File: src/rtl/lane_recorder_pkg.sv
// Shared definitions for the lane recorder.
//   LaneLenDefault : default lane pattern width, shared with the datapath lane width.
//   lane_state_e   : recorder FSM encoding (IDLE=0, ARM=1, REC=2, DONE=3).
//   is_recording   : true in the states that drive the 'recording' output.
package lane_recorder_pkg;

  localparam int unsigned LaneLenDefault = 100;

  typedef enum logic [1:0] {
    StIdle = 2'd0,
    StArm  = 2'd1,
    StRec  = 2'd2,
    StDone = 2'd3
  } lane_state_e;

  function automatic logic is_recording(input lane_state_e s);
    return (s == StArm) || (s == StRec);
  endfunction

endpackage

File: src/rtl/lane_recorder_edge_sync.sv
// Optional synchroniser chain followed by a rising-edge detector.
//   clk_i  : system clock
//   rst_i  : synchronous reset, active-high
//   sig_i  : raw input (may be asynchronous when Stages > 0)
//   rise_o : one-cycle pulse when the synchronised input goes 0 -> 1
// With Stages = 0 the input is assumed already synchronous and only the
// previous-value register is kept.
module lane_recorder_edge_sync #(
  parameter int unsigned Stages = 2
) (
  input  logic clk_i,
  input  logic rst_i,
  input  logic sig_i,
  output logic rise_o
);

  logic synced;
  logic prev_q;

  if (Stages == 0) begin : g_nosync
    assign synced = sig_i;
  end else begin : g_sync
    logic [Stages-1:0] stage_q;

    always_ff @(posedge clk_i) begin
      if (rst_i) begin
        stage_q <= '0;
      end else begin
        stage_q[0] <= sig_i;
        for (int unsigned i = 1; i < Stages; i++) begin
          stage_q[i] <= stage_q[i-1];
        end
      end
    end

    assign synced = stage_q[Stages-1];
  end

  always_ff @(posedge clk_i) begin
    if (rst_i) begin
      prev_q <= 1'b0;
    end else begin
      prev_q <= synced;
    end
  end

  assign rise_o = synced & ~prev_q;

endmodule

File: src/rtl/lane_recorder.sv
// Records button presses, one bit per lane-clock slot, into a LANE_LEN-bit
// pattern for the game datapath. The first recorded slot ends at bit 0 so
// playback (shift right, score bit 0) replays in recording order.
//   clk       : system clock
//   resetn    : synchronous reset, active-HIGH despite the name
//   lane_clk  : lane square wave; each rising edge closes a slot
//   press     : active-high button, asynchronous to clk
//   record_en : 1 = arm/record, 0 = abort or release a finished pattern
//   lane_mem  : recorded pattern
//   recording : high while arming or recording
//   done      : high while a complete pattern is held
//   slot_cnt  : slots closed so far
//   note_cnt  : number of 1-bits in lane_mem
module lane_recorder
  import lane_recorder_pkg::*;
#(
  parameter int unsigned LANE_LEN    = LaneLenDefault,
  parameter int unsigned CNT_W       = 7,
  parameter int unsigned SYNC_STAGES = 2
) (
  input  logic                clk,
  input  logic                resetn,
  input  logic                lane_clk,
  input  logic                press,
  input  logic                record_en,
  output logic [LANE_LEN-1:0] lane_mem,
  output logic                recording,
  output logic                done,
  output logic [CNT_W-1:0]    slot_cnt,
  output logic [CNT_W-1:0]    note_cnt
);

  localparam logic [CNT_W-1:0] LastSlot = CNT_W'(LANE_LEN - 1);

  lane_state_e         state_q, state_d;
  logic [LANE_LEN-1:0] mem_q, mem_d;
  logic [CNT_W-1:0]    slot_q, slot_d;
  logic [CNT_W-1:0]    note_q, note_d;
  logic                hit_q, hit_d;
  logic                press_edge;
  logic                lane_tick;
  logic                slot_bit;

  lane_recorder_edge_sync #(
    .Stages (SYNC_STAGES)
  ) u_press_sync (
    .clk_i  (clk),
    .rst_i  (resetn),
    .sig_i  (press),
    .rise_o (press_edge)
  );

  // lane_clk comes from the same clock domain, so only the edge detector is needed.
  lane_recorder_edge_sync #(
    .Stages (0)
  ) u_lane_sync (
    .clk_i  (clk),
    .rst_i  (resetn),
    .sig_i  (lane_clk),
    .rise_o (lane_tick)
  );

  // An edge arriving together with the closing tick still belongs to the closing slot.
  assign slot_bit = hit_q | press_edge;

  always_comb begin
    state_d = state_q;
    mem_d   = mem_q;
    slot_d  = slot_q;
    note_d  = note_q;
    hit_d   = hit_q;

    case (state_q)
      StIdle: begin
        if (record_en) begin
          mem_d   = '0;
          slot_d  = '0;
          note_d  = '0;
          hit_d   = 1'b0;
          state_d = StArm;
        end
      end

      StArm: begin
        if (!record_en) begin
          mem_d   = '0;
          slot_d  = '0;
          note_d  = '0;
          hit_d   = 1'b0;
          state_d = StIdle;
        end else if (lane_tick) begin
          // Alignment tick only: slot 0 starts here.
          state_d = StRec;
        end
      end

      StRec: begin
        // Abort has priority, including over the final closing tick.
        if (!record_en) begin
          mem_d   = '0;
          slot_d  = '0;
          note_d  = '0;
          hit_d   = 1'b0;
          state_d = StIdle;
        end else if (lane_tick) begin
          mem_d  = {slot_bit, mem_q[LANE_LEN-1:1]};
          slot_d = slot_q + CNT_W'(1);
          note_d = note_q + CNT_W'(slot_bit);
          hit_d  = 1'b0;
          if (slot_q == LastSlot) begin
            state_d = StDone;
          end
        end else if (press_edge) begin
          hit_d = 1'b1;
        end
      end

      StDone: begin
        if (!record_en) begin
          state_d = StIdle;
        end
      end

      default: state_d = StIdle;
    endcase
  end

  always_ff @(posedge clk) begin
    if (resetn) begin
      state_q <= StIdle;
      mem_q   <= '0;
      slot_q  <= '0;
      note_q  <= '0;
      hit_q   <= 1'b0;
    end else begin
      state_q <= state_d;
      mem_q   <= mem_d;
      slot_q  <= slot_d;
      note_q  <= note_d;
      hit_q   <= hit_d;
    end
  end

  assign lane_mem  = mem_q;
  assign slot_cnt  = slot_q;
  assign note_cnt  = note_q;
  assign recording = is_recording(state_q);
  assign done      = (state_q == StDone);

endmodule

File: config.mk
export PLATFORM = sky130hd
export DESIGN_NAME = lane_recorder
export DESIGN_NICKNAME = d
export VERILOG_FILES = /design/src/rtl/lane_recorder_pkg.sv /design/src/rtl/lane_recorder_edge_sync.sv /design/src/rtl/lane_recorder.sv
export SDC_FILE = /design/constraint.sdc
export NUM_CORES = 1
export LEC_CHECK = 0
export ABC_AREA = 1
export BUFFER_PORTS_ARGS = -buffer_cell sky130_fd_sc_hd__buf_2
export CORE_UTILIZATION = 53
export CTS_CLUSTER_DIAMETER = 60
export DETAILED_ROUTE_END_ITERATION = 10
export PLACE_DENSITY = 0.84
export SETUP_SLACK_MARGIN = 0.15
export SLEW_MARGIN = 0
export SYNTH_ARGS = -nofsm -noshare
export SYNTH_HDL_FRONTEND = slang
export SYNTH_SLANG_ARGS = --single-unit
File: constraint.sdc
create_clock -name clk -period 1.74 [get_ports clk]
set_input_delay 0.087 -clock clk [delete_from_list [all_inputs] [get_ports clk]]
set_output_delay 0.087 -clock clk [all_outputs]
set_load 0.02 [all_outputs]
Word-level counts from Yosys, hierarchy flattened
Cells that the tools add are included.
{ "op_classes": {"n_mul": 0, "reduce_logical": 6, "n_shift": 0, "div_mod_pow": 0, "n_mux": 27, "bitwise": 5, "order_cmp": 0, "addsub": 2, "eq_ne": 11} }
{ "ops": {"columns": ["cell", "n"], "rows": [
  ["$mux 100", 4],
  ["$pmux 100 s3", 1],
  ["$mux 7", 6],
  ["$pmux 7 s3", 2],
  ["$mux 2", 7],
  ["$ne 3x3->1 const B", 3],
  ["$pmux 2 s4", 1],
  ["$reduce_and 4->1", 2],
  ["$add 7x1->7", 1],
  ["$add 7x1->7 const B", 1],
  ["$eq 7x7->1 const B", 1],
  ["$ne 2x2->1 const B", 3],
  ["$mux 1", 5],
  ["$reduce_and 5->1", 1],
  ["$eq 2x2->1 const B", 2],
  ["$ne 4x4->1 const B", 1],
  ["$pmux 1 s3", 1],
  ["$reduce_bool 3->1", 1],
  ["$and 1x1->1", 2],
  ["$eq 2x1->1 const B", 1],
  ["$logic_not 2->1", 1],
  ["$not 1->1", 2],
  ["$logic_or 1x1->1", 1],
  ["$or 1x1->1", 1]
]} }
{ "word_totals": {"mem_bits_ro": 0, "output_inout_bits": 116, "reg_bits": 121, "word_cells": 59, "mem_count": 0, "input_bits": 5, "latchBits": 0, "ram_bits": 0} }

Longest topological paths before layout
{ "depth": {"word_depth": 7, "mapped_depth": 10} }

By module
From an unflattened synthesis, not the netlist that was laid out.
{ "hier_totals": {"cells_unflattened": 486, "area_unflattened_um2": 4725.8} }
{ "by_module_without_submodules": {"columns": ["mod", "instances", "area_per_inst_um2", "cells_each"], "rows": [
  ["lane_recorder", 1, 4608.2, 472],
  ["lane_recorder_edge_sync (u_press_sync)", 1, 86.3, 10],
  ["lane_recorder_edge_sync (u_lane_sync)", 1, 31.3, 4]
]} }

Worst setup path after synthesis
Ideal clock, no wire load.
{ "synth_path": {"path_type": "register to register", "startpoint": "reg state_q[1]", "endpoint": "reg mem_q[10] (netlist: lane_mem[10])", "synth_period_minus_slack_ps": 1595, "arrival_time_ps": 1473, "stages_incl_launch_ff": 11, "t_required_ps": 1619, "setup_slack_ps": 145, "cell_sequence": "dfxtp_1 inv_1 ha_1 nand2_1 nand3_4 nor2_8 inv_4 nand2_2 buf_6 buf_6 o22ai_2"} }
{ "synth_between": {"elab_chain_cells": 3, "word_cells_on_any_way": 9, "cone_classes": "eq/ne (5); mux (1); reduce/logical (3)"} }
{ "synth_lines": {"columns": ["item", "line_no", "rtl"], "rows": [
  ["start: declaration", "lane_recorder.sv:35", "lane_state_e state_q, state_d;"],
  ["start signal: assignment", "lane_recorder.sv:130", "state_q <= StIdle;"],
  ["start signal: assignment", "lane_recorder.sv:136", "state_q <= state_d;"],
  ["$eq 2x2->1 (tied with other cells)", "lane_recorder.sv:73", "case (state_q)"],
  ["$ne 3x3->1 (no line) (tied with other cells)", null, null],
  ["$reduce_and 4->1 (no line)", null, null],
  ["end signal: assignment", "lane_recorder.sv:137", "mem_q <= mem_d;"],
  ["end: declaration", "lane_recorder.sv:36", "logic [LANE_LEN-1:0] mem_q, mem_d;"]
]} }
Parallel ways exist; a longest one is shown, timed or not.
A chain may end at the register's enable or synchronous reset.

Worst setup path after layout
{ "layout_path": {"startpoint": "reg state_q[0]", "endpoint": "reg mem_q[76] (netlist: lane_mem[76])"} }
Same word-level chain as after synthesis.

==> run_results.csv <==
group,metric,value,unit
status,outcome,"finished clean",
pwr,peakVddDrop,0.919,mV
grt,grt_use_met2,40.7,%
sta,relSlewSlack,73.1,%
floorplan,coreArea,0.00876,mm²
pwr,p_per_area,1250,mW/mm²
clock_tree,clkLatencyLatePin,0.51,ns
critical_path,cp-start-kind,"flop",
placed_design,portBuffers,120,
sta,period_share,96.8,%
synthesis,synth_area_leaders,"dfxtp_1 (50%), o22ai_2 (18%), inv_1 (10%)",
clock_tree,clk_pin_slew_worst_paths,0.06,ns
drt,postRouteAntennaNets,0,
critical_path,crit_type,"flop to flop",
layout,area_delta_synth_final,46.0,%
clock_tree,cts_root_buffer,"clkbuf_8",
layout,final_util,80.2,%
synthesis,synth_top_area_cell,"dfxtp_1",
clock_tree,cts_max_level,4,
sta,timing.hold.ws,0.108,ns
drt,drc,0,
layout,fin_nets,666,
clock_tree,cts.sinks,121,
placed_design,dp_hpwl,7000,µm
critical_path,worstSetupEndpointType,"flop",
synthesis,ys_seq_elements,121,
placed_design,gp_congestion,0.826,
drt,drt_pre_antenna_iters,4,
synthesis,netlist_area,0.00482,mm²
clock_tree,cts-buffers-inserted,17,
clock_tree,clk_path_buf_depth,2,
floorplan,die_y,97.3,µm
critical_path,arrival,2.11,ns
drt,drt_iter0_drc,126,
floorplan,rows,34,
critical_path,critPathMaxFanout,9,
grt,overflow,0,
sta,fmaxAchievable,594,MHz
sta,finClkSkew,0.00813,ns
layout,most-common-layout-cells,"inv_1 (125), buf_2 (120), dfxtp_1 (119)",
flow_run,cap_violations,0,
sta,worst_pin_slew,0.400,ns
pwr,leakage,0.00289,µW
sta,slew_violations,0,
synthesis,yosysUniqueCellTypes,25,
floorplan,die_area,0.00947,mm²
drt,vias,4068,
sta,fin_crit,1.68,ns
grt,grt_util_met1,25.2,%
drt,viasPerCell,5.27,
sta,final_hold_viol_count,0,
critical_path,required,2.17,ns
drt,wl,13800,µm
sta,rsz0062_at_grt,"true",
grt,gr-usage-met3,6.69,%
grt,grt_pass1_vias,3658,
grt,gr-max-usage-layer,"met2",
layout,mostFrequentLayoutCell,"inv_1",
grt,grt_pass1_wl,17000,µm
synthesis,ys_seq_area_share,50.3,%
floorplan,start_util,55.0,%
worst_hold_path,min_path_type,"input pin to flop",
synthesis,syn-num-nets,501,
floorplan,num_io_pins,121,
synthesis,synth.top_cell.area_share,50.3,%
layout,layout-drive-gt1-share,47.1,%
drt,avgRoutedWirePerCell,17.8,µm
grt,track_usage,22.7,%
floorplan,die_w,97.3,µm
synthesis,yosys_warnings,0,
sta,setup_viol,0,
grt,antenna_found_initial,0,
synthesis,syn_inst,486,
grt,grt_max_degree,37,
layout,n_fill_cell,519,
synthesis,syn_area_per_cell,9.91,µm²
layout,antenna_cells,0,
clock_tree,cts_tree,"yes",
## cells by family after synthesis
group                    share of synthesized area, %
AO/OA/AOI/OAI                                    23.7
adder cells (fa/ha/maj)                          2.60
buffers and inverters                            14.9
flip-flops                                       50.3
AND/OR/NAND/NOR                                  8.47
## per-stage QoR
| step | power [µW] | area (µm²) | setup slack, ns | TNS [ns] | std cells |
|---|---|---|---|---|---|
| floorplan | 3980 | 4820 | 0.145 | 0 | 486 |
| global placement | 4200 | 5520 | 0.0676 | 0 | 704 |
| detailed placement | 4260 | 5520 | -0.0331 | -0.514 | 704 |
| CTS | 8170 | 6300 | 0.0948 | 0 | 747 |
| global route | 9080 | 7030 | -0.00334 | -0.00334 | 772 |
| finish | 8780 | 7030 | 0.0559 | 0 | 772 |
## power by group
group          switching (µW)  internal [µW]  total (µW)
clock network            1310           2480        3780
logic                    1270            862        2140
registers                47.3           2820        2870
## routing by layer
layer / up-vias / part of all wire [%]
met5: - / 0
met4: 0 / 2.5
met3: 32 / 5.1
met2: 148 / 52
met1: 1975 / 40
li1: 1913 / -
## synth_stat cells (all sizes together)
cell and count:
clkbuf 2, nor3 1, inv 131, dfxtp 121, a21oi 6, o21ai 6, buf 21, ha 10
nand3b 2, o22ai 100, nor2 32, nand4 1, nand3 15, nand2 38
## sequential cells by signal, indices dropped and copies added (netlist names)
register / flops
lane_mem: 100
u_press_sync.g_sync.stage_q: 2
note_cnt: 7
slot_cnt: 7
state_q: 2
u_press_sync.prev_q: 1
u_lane_sync.prev_q: 1
hit_q: 1
## path summary, 6_finish.rpt
path | start | to | slack (ns) | cells after the start
worst min-delay path | resetn | state_q[1] | 0.11 | 4
worst min register to register | lane_mem[0] | lane_mem[0] | 0.51 | 2
worst max-delay path | state_q[0] | lane_mem[76] | 0.06 | 9
worst max register to register | state_q[0] | lane_mem[76] | 0.06 | 9
## timing repair
| item | CTS | global route |
|---|---|---|
| setup buffers | 3 | 6 |
| gates cloned | 2 | 19 |
| hold endpoints to repair | 7 | 0 |
| pin swaps | 1 | 7 |
| hold buffers | 6 | 0 |
| setup endpoints to repair | 111 | 114 |
| gates resized for setup | 5 | 58 |
## worst max-delay path, cell delays in order (launching register included)
cell and delay, ns:
dfxtp_4 0.38, inv_4 0.05, ha_4 0.16, nand2_4 0.07, nand3_4 0.11, nor2_8 0.18
nand3_4 0.13, clkbuf_16 0.22, clkbuf_16 0.17, o22ai_2 0.13
## layout make-up
cell class | instances | area [µm²] | area share, %
clock buffer | 17 | 414 | 5.89
clock inverter | 15 | 224 | 3.19
inverter | 131 | 502 | 7.14
multi-input combinational | 213 | 1960 | 27.9
sequential | 121 | 2430 | 34.5
tap | 108 | 135 | 1.92
timing repair buffer | 167 | 1370 | 19.5
(Power assumes the default switching activity.)
